===== config.mk =====
export PLATFORM = sky130hd
export DESIGN_NAME = detection_ctrl_17x17
export DESIGN_NICKNAME = d
export VERILOG_FILES = /design/src/rtl/detection_ctrl_17x17.sv
export SDC_FILE = /design/constraint.sdc
export NUM_CORES = 1
export LEC_CHECK = 0
export ABC_AREA = 1
export CORE_MARGIN = 4
export CORE_UTILIZATION = 59
export DETAILED_ROUTE_END_ITERATION = 8
export GPL_ROUTABILITY_DRIVEN = 0
export GPL_TIMING_DRIVEN = 1
export MAX_ROUTING_LAYER = met4
export PLACE_DENSITY = 0.95
export SLEW_MARGIN = 40
export SYNTH_ARGS = -nofsm -noshare
export SYNTH_HDL_FRONTEND = slang
export SYNTH_SLANG_ARGS = --single-unit

===== constraint.sdc =====
create_clock -name iClk -period 5.2 [get_ports iClk]
set_input_delay 0.78 -clock iClk [delete_from_list [all_inputs] [get_ports iClk]]
set_output_delay 0.78 -clock iClk [all_outputs]
set_load 0.02 [all_outputs]

===== src/rtl/detection_ctrl_17x17.sv =====
// detection_ctrl_17x17
// Sequencing controller for the 17x17 face-detection datapath. Walks every
// window of a frame, arms the Haar feature generator once per cascade stage,
// launches the ANN classifier stage by stage with early reject, and reports
// the window index used as the output-memory write address.
// A watchdog bounds every wait on the datapath so a stuck block cannot hang
// the frame: the window is dropped as a reject and a sticky error is raised.

module detection_ctrl_17x17 #(
  parameter int NUM_STAGES = 4,     // cascade stages per window (1..8)
  parameter int NUM_WIN    = 8192,  // windows per frame (1..8192)
  parameter int WDOG_MAX   = 4095   // cycle limit for any datapath wait
) (
  input  logic        iClk,
  input  logic        iReset,
  input  logic        iStart,
  input  logic        iWin_valid,
  input  logic        iFull_FBR,
  input  logic        iFinish_Stage,
  input  logic        iPass,
  output logic        oReady_HFG,
  output logic        oRun_HFG,
  output logic        oRun_ANN,
  output logic [12:0] oAddr_OM,
  output logic [2:0]  oStage,
  output logic        oWin_ack,
  output logic        oFace,
  output logic [12:0] oFace_cnt,
  output logic        oBusy,
  output logic        oDone,
  output logic        oErr
);

  typedef enum logic [2:0] {
    IDLE,
    WAIT_WIN,
    ARM,
    GEN,
    START_STAGE,
    WAIT_STAGE,
    NEXT,
    DONE
  } state_t;

  localparam logic [12:0] LAST_WIN   = 13'(NUM_WIN - 1);
  localparam logic [2:0]  LAST_STAGE = 3'(NUM_STAGES - 1);
  localparam logic [11:0] WDOG_LIMIT = 12'(WDOG_MAX);
  localparam logic [12:0] FACE_SAT   = 13'h1FFF;

  state_t      stateReg;
  logic [11:0] wdogCntReg;
  logic        wdogExpired;

  // The watchdog counts cycles spent in the current GEN or WAIT_STAGE visit.
  assign wdogExpired = (wdogCntReg == WDOG_LIMIT);

  // Frame sequencer: every output is registered and updated together with
  // the state it belongs to, so each pulse lines up with its state's cycle.
  always_ff @(posedge iClk) begin
    if (iReset) begin
      stateReg   <= IDLE;
      wdogCntReg <= '0;
      oReady_HFG <= 1'b0;
      oRun_HFG   <= 1'b0;
      oRun_ANN   <= 1'b0;
      oAddr_OM   <= '0;
      oStage     <= '0;
      oWin_ack   <= 1'b0;
      oFace      <= 1'b0;
      oFace_cnt  <= '0;
      oBusy      <= 1'b0;
      oDone      <= 1'b0;
      oErr       <= 1'b0;
    end else begin
      // Single-cycle strobes drop back low unless a transition below re-raises them.
      oReady_HFG <= 1'b0;
      oRun_ANN   <= 1'b0;
      oWin_ack   <= 1'b0;
      oFace      <= 1'b0;
      oDone      <= 1'b0;

      case (stateReg)
        IDLE: begin
          // Frame status stays readable in IDLE until the next frame starts.
          if (iStart) begin
            stateReg  <= WAIT_WIN;
            oBusy     <= 1'b1;
            oAddr_OM  <= '0;
            oStage    <= '0;
            oFace_cnt <= '0;
            oErr      <= 1'b0;
          end
        end

        WAIT_WIN: begin
          if (iWin_valid) begin
            stateReg   <= ARM;
            oReady_HFG <= 1'b1;
          end
        end

        ARM: begin
          stateReg   <= GEN;
          oRun_HFG   <= 1'b1;
          wdogCntReg <= '0;
        end

        GEN: begin
          // A filled feature BRAM takes priority over a watchdog expiry in the same cycle.
          if (iFull_FBR) begin
            stateReg <= START_STAGE;
            oRun_HFG <= 1'b0;
            oRun_ANN <= 1'b1;
          end else if (wdogExpired) begin
            stateReg <= NEXT;
            oRun_HFG <= 1'b0;
            oErr     <= 1'b1;
            oWin_ack <= 1'b1;
          end else begin
            wdogCntReg <= wdogCntReg + 12'd1;
          end
        end

        START_STAGE: begin
          stateReg   <= WAIT_STAGE;
          wdogCntReg <= '0;
        end

        WAIT_STAGE: begin
          // A verdict arriving on the expiry cycle is still honoured.
          if (iFinish_Stage) begin
            if (!iPass) begin
              stateReg <= NEXT;
              oWin_ack <= 1'b1;
            end else if (oStage != LAST_STAGE) begin
              // Each stage uses its own feature set, so regenerate before launching it.
              stateReg   <= ARM;
              oStage     <= oStage + 3'd1;
              oReady_HFG <= 1'b1;
            end else begin
              stateReg <= NEXT;
              oWin_ack <= 1'b1;
              oFace    <= 1'b1;
              if (oFace_cnt != FACE_SAT) begin
                oFace_cnt <= oFace_cnt + 13'd1;
              end
            end
          end else if (wdogExpired) begin
            stateReg <= NEXT;
            oErr     <= 1'b1;
            oWin_ack <= 1'b1;
          end else begin
            wdogCntReg <= wdogCntReg + 12'd1;
          end
        end

        NEXT: begin
          // The address only moves here, after the ANN has finished writing this window.
          if (oAddr_OM == LAST_WIN) begin
            stateReg <= DONE;
            oDone    <= 1'b1;
          end else begin
            stateReg <= WAIT_WIN;
            oAddr_OM <= oAddr_OM + 13'd1;
            oStage   <= '0;
          end
        end

        DONE: begin
          stateReg <= IDLE;
          oBusy    <= 1'b0;
        end

        default: begin
          stateReg <= IDLE;
          oBusy    <= 1'b0;
          oRun_HFG <= 1'b0;
        end
      endcase
    end
  end

endmodule


Word level (Yosys, flattened, before mapping). Cells that the tools add are included. W data, S select, Z words.

Register bits after elaboration: 52. Bits in latches: 0. RAM bits: 0. ROM bits: 0. Input bits: 7. Output and inout bits: 37. Logic and storage cells: 114. Memories kept: 0.

Add/sub/neg operators: 4. Multiply operators: 0. Div/mod/pow operators: 0. Order comparisons: 0. Eq/ne operators: 22. Shifts and indexed selects: 0. Multiplexer cells: 50. Bitwise logic cells: 5. Reductions and logical operators: 20.

Operators by type and width (count): $mux W13 (6); $pmux W13 S2 (2); $mux W3 (13); $mux W12 (3); $pmux W12 S3 (1); $add A13 B1 Y13 const B (2); $pmux W3 S8 (1); $ne A2 B2 Y1 const B (10); $mux W1 (18); $eq A13 B13 Y1 const B (1); $ne A13 B13 Y1 const B (1); $add A12 B1 Y12 const B (1); $eq A12 B12 Y1 const B (1); $eq A3 B3 Y1 const B (4); $reduce_and A6 Y1 (2); $pmux W3 S3 (1); $reduce_bool A3 Y1 (3); $pmux W1 S2 (4); $reduce_bool A2 Y1 (4); $eq A3 B2 Y1 const B (2); $reduce_and A2 Y1 (3); $reduce_and A3 Y1 (2); $reduce_or A2 Y1 (3); $not A1 Y1 (5); 8 further kinds (8).

Longest topological paths before layout. Gate-level depths: netlist (run 1).

Depth after elaboration: 6. Depth in mapped cells: 12. Mapped depth without buffers: 12.

Worst setup path before layout (run 1). No wires, ideal clock.

Kind: register -> register. Start: reg oAddr_OM[0]. End: reg oAddr_OM[5]. Setup time: 115 ps. Data arrival time: 1698 ps. Required time: 5085 ps. Path slack: 3387 ps. Stages on the path, launching flop included: 10. Path buffers: 1. Clock period less this slack: 1813 ps. Cells stage by stage: dfxtp_1 > ha_1 > nand3_1 > nor2_1 > nand3_1 > nand2_2 > nand2_4 > buf_6 > a21oi_1 > nor2_1.

Longest elaborated chain between the ends: 3. Elaborated cells on any way between the ends: 6. Classes of those cells: add/sub (1); eq/ne (2); mux (2); reduce/logical (1).

RTL lines: start: declaration (line 24) `output logic [12:0] oAddr_OM,`; start signal: assignment (line 164) `oAddr_OM <= oAddr_OM + 13'd1;`; $add A13 B1 Y13 or $eq A13 B13 Y1 (tied branches) (line 164, 159); $mux W13 or $ne A2 B2 Y1 (tied branches); $pmux W13 S2 or $reduce_and A3 Y1 (tied branches).

Several ways; a longest one is shown, not always the timed one. The select of a mux whose other input is x is not followed. A chain may end at the register's enable or synchronous reset.

Worst setup path after layout (run 1).
Start: reg oFace_cnt[5]. End: out oFace_cnt[5].

RTL lines: start: declaration (line 28) `output logic [12:0] oFace_cnt,`; start signal: assignment (line 145) `oFace_cnt <= oFace_cnt + 13'd1;`.

No word-level cell between the ends.

==> results_dict.tcl, run 1 <==
set metrics [dict create \
    avgViaCountPerCell 5.62 \
    die_w_microns 79.8 \
    yosys_warnings 0 \
    cap_violations 0 \
    hold_viol 0 \
    synth_simple_gate_area_frac 0.410 \
    grt_pass1_vias 3073 \
    end_kind "primary output" \
    grt.overflow.total 0 \
    final_cell_mix "118 x nand2_1, 75 x nor2_1, 55 x nand3_1" \
    required_ns 4.42 \
    synth_flop_cell "dfxtp_1" \
    portBuffers 43 \
    synth_compound_area_frac 0.106 \
    layout_min_cycle_time_ns 2.24 \
    highest_layer "met4" \
    clk_latency_ns 0.31 \
    post_cts_buffers 0 \
    power.density_mw_per_mm2 220 \
    path_max_fanout 8 \
    crit_slowest_cell "clkdlybuf4s50_1" \
    ys_ff_latch 52 \
    num_rows 25 \
    hold_buffers 0 \
    synth-edff-count 0 \
    place_ws_ns 2.71 \
    synth_top_family_by_area "simple AND/OR/NAND/NOR gates" \
    path_buf_inv 1 \
    seq_area_frac_synth 0.342 \
    cts.sinks 52 \
    htree_levels 2 \
    chipHeight_microns 79.8 \
    diodes 0 \
    worst_slack_ns 2.96 \
    syn-cell-area_sq_mm 0.00305 \
    rsz0062_at_grt "false" \
    dieArea_sq_mm 0.00638 \
    met3_length_microns 464 \
    synthMuxAreaShare 0 \
    slew_violations 0 \
    post-route-drc-count 0 \
    netlist_instances 473 \
    clkTransAtPathRegs_ns 0.09 \
    cp_top_family "buffers and inverters" \
    drt_wl_total_mm 7.79 \
    max_freq_mhz 447 \
    io_pins 44 \
    vias 3265 \
    leakage_nw 1.29 \
    async_reset_ff_frac 0 \
    final_nets 528 \
    wl_met1_mm 3.42 \
    seq_power_share 0.530 \
    syn2layout_area_growth_pct 17.8 \
    grtUsageTotal 0.262 \
    cp.arrival_ns 1.46 \
    power_frac_comb 0.161 \
    setup_viol 0 \
    dp_hpwl_mm 5.50 \
    cts-resized-gates 0 \
    grt_pass1_wl_mm 13.3 \
    ir_worst_vdd_uv 156 \
    switchingPower_mw 0.231 \
    finalSetupTns_ns 0 \
    min_from "oBusy" \
    drive_above_1_share 0.0564 \
    drt_iter0_markers 232 \
    slew_headroom 0.625 \
    cp-startpoint "oFace_cnt[5]" \
    cts_buffers 5 \
    ant_nets 0 \
    p_int_mw 0.558 \
    cpPeakStageDelay_ns 0.66 \
    holdCritPathClass "flip-flop to flip-flop" \
    core_sq_mm 0.00485 \
    floorplan.initialDensity 0.628 \
    worstSetupPathType "flip-flop to primary output" \
    mostFrequentLayoutCell "nand2_1" \
    synth.avg_cell_area_sq_um 6.44 \
    tightest_slew_ns 0.561 \
    synthAdderAreaFrac 0.0329 \
    fin_crit_sh 0.430 \
    tritoncts "built" \
    first_pass_iters 5 \
    r2r_start "stateReg[1]" \
    clockBufferDepth 2 \
    synth_xor_area_frac 0.0259 \
    grt_max_degree 37 \
    wl_per_cell_microns 13.4 \
    syn_nets 488 \
    status "finished, final reports clean" \
    cts_root_buf "clkbuf_8" \
    wl_met2_mm 3.80 \
    clock_power_share 0.309 \
    power.share.switching 0.292 \
    clock_skew_ns 0.00704 \
    synth_cell_types 30 \
    antenna_found_initial 0 \
    cp-start-kind "flip-flop" \
    worstPathCellList "clkdlybuf4s50_1" \
]
## path summary, 6_finish.rpt
kind	to	slack (ns)	cells after the start
worst max-delay path	oFace_cnt[5]	2.96	1
worst min-delay path	oBusy	0.48	2
worst max register to register	oFace_cnt[1]	3.01	7
worst min register to register	oBusy	0.48	2
## cell usage after synthesis, types with 6 or more instances
cell type	n	area share
nand2_1	118	0.15
nor2_1	75	0.092
nand3_1	55	0.090
dfxtp_1	52	0.34
inv_1	43	0.053
a21oi_1	40	0.066
nand4_1	12	0.025
nor3_1	10	0.016
ha_1	8	0.033
o21ai_0	8	0.013
inv_2	6	0.0074
## layer usage
| layer | global-route usage | up-vias |
|---|---|---|
| li1 | - | 1613 |
| met1 | 0.321 | 1506 |
| met2 | 0.430 | 134 |
| met3 | 0.0497 | 12 |
| met4 | 0.0946 | 0 |
| met5 | - | - |
## flip-flops by register name, indices dropped and copies added, names as in the netlist
signal / count
oWin_ack: 1
oFace: 1
oRun_HFG: 1
oReady_HFG: 1
oStage: 3
oFace_cnt: 13
wdogCntReg: 12
oErr: 1
oAddr_OM: 13
oRun_ANN: 1
stateReg: 3
oBusy: 1
oDone: 1
## worst reg2reg max path, delay by kind of cell (launching register included)
| family | cells | cell delay, ns |
|---|---|---|
| AOI/OAI and AO/OA | 2 | 0.59 |
| buffers and inverters | 2 | 0.32 |
| DFF | 1 | 0.48 |
| and+or+nand+nor | 3 | 0.72 |
## kinds of logic after synthesis
logic type / after synthesis
and+or+nand+nor: 287
buffers and inverters: 60
AOI/OAI and AO/OA: 57
DFF: 52
xor gates and xnor gates: 9
adders and majority gates: 8
## power groups by stage
stage               Sequential, mW  Combinational (mW)  Clock (mW)
finish                       0.418               0.127       0.244
global route                 0.420               0.140       0.264
CTS                          0.418               0.125       0.245
detailed placement           0.427               0.125           0
global placement             0.426               0.120           0
floorplan                    0.433              0.0862           0
## layout make-up
type                            instances  area, sq um
Inverter                               49          184
Multi-Input combinational cell        361         1750
Timing Repair Buffer                   44          438
Clock buffer                            8         90.1
Tap cell                               67         83.8
Sequential cell                        52         1040
Fill cell                             391         1260
## stage by stage
step / power (mW) / instance area, sq um / instances / util / hold WS (ns)
after global placement: 0.547 / 3500 / 573 / 0.721 / 0.455
after CTS: 0.788 / 3590 / 581 / 0.740 / 0.479
after global routing: 0.824 / 3590 / 581 / 0.740 / 0.511
final: 0.789 / 3590 / 581 / 0.740 / 0.478
after detailed placement: 0.552 / 3500 / 573 / 0.721 / 0.466
after floorplan: 0.519 / 3050 / 473 / - / 0.466
Power figures use the tool's default switching activity.
==> run 2, diff against run 1 <==
CORE_UTILIZATION = 49   (was 59)
PLACE_DENSITY = 0.87   (was 0.95)
clock period = 1.9 ns   (was 5.2 ns; I/O delays follow)
==> run 2 against run 1 <==
Effect of this change:
- utilization fell by 11 points
- clock skew barely moved
- combinational power rose to 3.1 times the previous value
- total power rose to 2.8 times the previous value
- die area rose by 18%
- worst hold slack got worse by 0.0016 ns
- register-to-register slack got worse by 2.8 ns
- flip-flop and latch count did not move
- critical path type is now flip-flop to flip-flop
- largest power group unchanged
==> results_dict.tcl, run 2 (synthesized netlist as in run 1, its figures left out) <==
set metrics [dict create \
    status "finished, final reports clean" \
    fin_crit_sh 0.915 \
    fillers 526 \
    crit_slowest_cell "dfxtp_1" \
    mostFrequentLayoutCell "nand2_1" \
    grt_pass1_vias 3204 \
    tightest_slew_ns 0.401 \
    io_pins 44 \
    largest_registers "oAddr_OM x13, oFace_cnt x13, wdogCntReg x12" \
    cp.arrival_ns 1.94 \
    place_ws_ns 0.0681 \
    final_nets 549 \
    worstSetupPathType "flip-flop to flip-flop" \
    clockBufferDepth 2 \
    finalSetupTns_ns 0 \
    num_rows 28 \
    drt_wl_total_mm 8.00 \
    multi_input_area_sq_mm 0.00178 \
    grt.overflow.total 0 \
    dp_hpwl_mm 5.89 \
    drive_above_1_share 0.103 \
    final_area_sq_mm 0.00378 \
    fin_util 0.631 \
    postPlaceCellArea_sq_mm 0.00366 \
    cts_buffers 5 \
    syn2layout_area_growth_pct 24.2 \
    crit_top_cell "nand2_1" \
    avgViaCountPerCell 5.49 \
    chipHeight_microns 86.8 \
    post_cts_buffers 0 \
    slew_headroom 0.732 \
    power.density_mw_per_mm2 580 \
    regArea_sq_mm 0.00104 \
    htree_levels 2 \
    cp-start-kind "flip-flop" \
    hold_viol 0 \
    drt_iter0_markers 214 \
    slew_violations 0 \
    required_ns 2.10 \
    cap_violations 0 \
    dieArea_sq_mm 0.00754 \
    ir_worst_vdd_uv 409 \
    diodes 0 \
    clock_skew_ns 0.00726 \
    core_sq_mm 0.00599 \
    first_pass_iters 7 \
    cts_root_buf "clkbuf_8" \
    clkTransAtPathRegs_ns 0.09 \
    wl_per_cell_microns 13.1 \
    worst_slack_ns 0.161 \
    grt_pass1_wl_mm 13.7 \
    path_max_fanout 9 \
    ant_nets 0 \
    max_freq_mhz 575 \
    grt_max_degree 22 \
    die_w_microns 86.8 \
    final_cell_mix "118 x nand2_1, 73 x nor2_1, 54 x nand3_1" \
    antenna_found_initial 0 \
    leakage_nw 1.40 \
    clk_latency_ns 0.31 \
    cts.sinks 52 \
    floorplan.initialDensity 0.508 \
    layout_min_cycle_time_ns 1.74 \
    vias 3347 \
    end_kind "flip-flop" \
    tritoncts "built" \
    cpPeakStageDelay_ns 0.38 \
    timing.hold.ws_ns 0.476 \
    portBuffers 43 \
    post-route-drc-count 0 \
    worstPathCellList "ha_1 > nand2_1 > nor2_2 > nand2_1 > nor2_4 > a21oi_4 > buf_4 > a21oi_1 > nor2_1" \
    grtUsageTotal 0.226 \
    holdCritPathClass "flip-flop to flip-flop" \
    setup_viol 0 \
]
-- run 2: cell count changes in the layout (fill, tap and decap cells not counted), moves of 2 or more --
cell	previous run	this run
dfxtp_2	0	2
nor2_2	5	7
nand2_2	4	1
nand2_4	1	4
dfxtp_1	52	50
nor2_1	75	73
buf_4	1	22
-- run 2: where the power goes --
part	leakage (nW)	total, mW	switching, mW	internal (mW)
Sequential	0.421	1.14	0.0236	1.11
Combinational	0.937	0.390	0.244	0.146
Clock	0.0455	0.665	0.367	0.298
-- run 2: worst paths after layout --
check,startpoint,end,slack (ns),depth (start not counted)
hold / removal,oBusy,oBusy,0.48,2
setup reg to reg,wdogCntReg[0],wdogCntReg[6],0.16,9
setup / recovery,wdogCntReg[0],wdogCntReg[6],0.16,9
hold reg to reg,oBusy,oBusy,0.48,2
-- run 2: cell type report --
class                      instances  share of cell area
clock buffer                       8              0.0238
inverter                          49              0.0486
multi-input combinational        361               0.469
sequential                        52               0.276
tap                               75              0.0248
timing repair buffer              65               0.157
-- run 2: worst max-delay path, delay by kind of cell (launching register included) --
family	cells	cell delay, ns
AND/OR/NAND/NOR	5	0.60
flip-flops	1	0.38
adder cells (fa/ha/maj)	1	0.21
AO/OA/AOI/OAI	2	0.26
buffers and inverters	1	0.18
-- run 2: timing repair --
item | CTS | global route
setup endpoints to repair | 0 | 31
gates resized for setup | 0 | 8
hold buffers | 0 | 0
-- run 2: per-stage QoR --
stage / power (mW) / cells
after floorplan: 1.42 / 473
after global placement: 1.53 / 602
after detailed placement: 1.54 / 602
after CTS: 2.20 / 610
after global routing: 2.29 / 610
final: 2.19 / 610
-- run 2: per-layer routing --
layer	track usage	vias to the layer above	share of wire
met1	0.268	1567	0.44
li1	-	1658	-
met5	-	-	0
met4	0.0623	0	0.012
met3	0.0447	11	0.053
met2	0.388	111	0.49
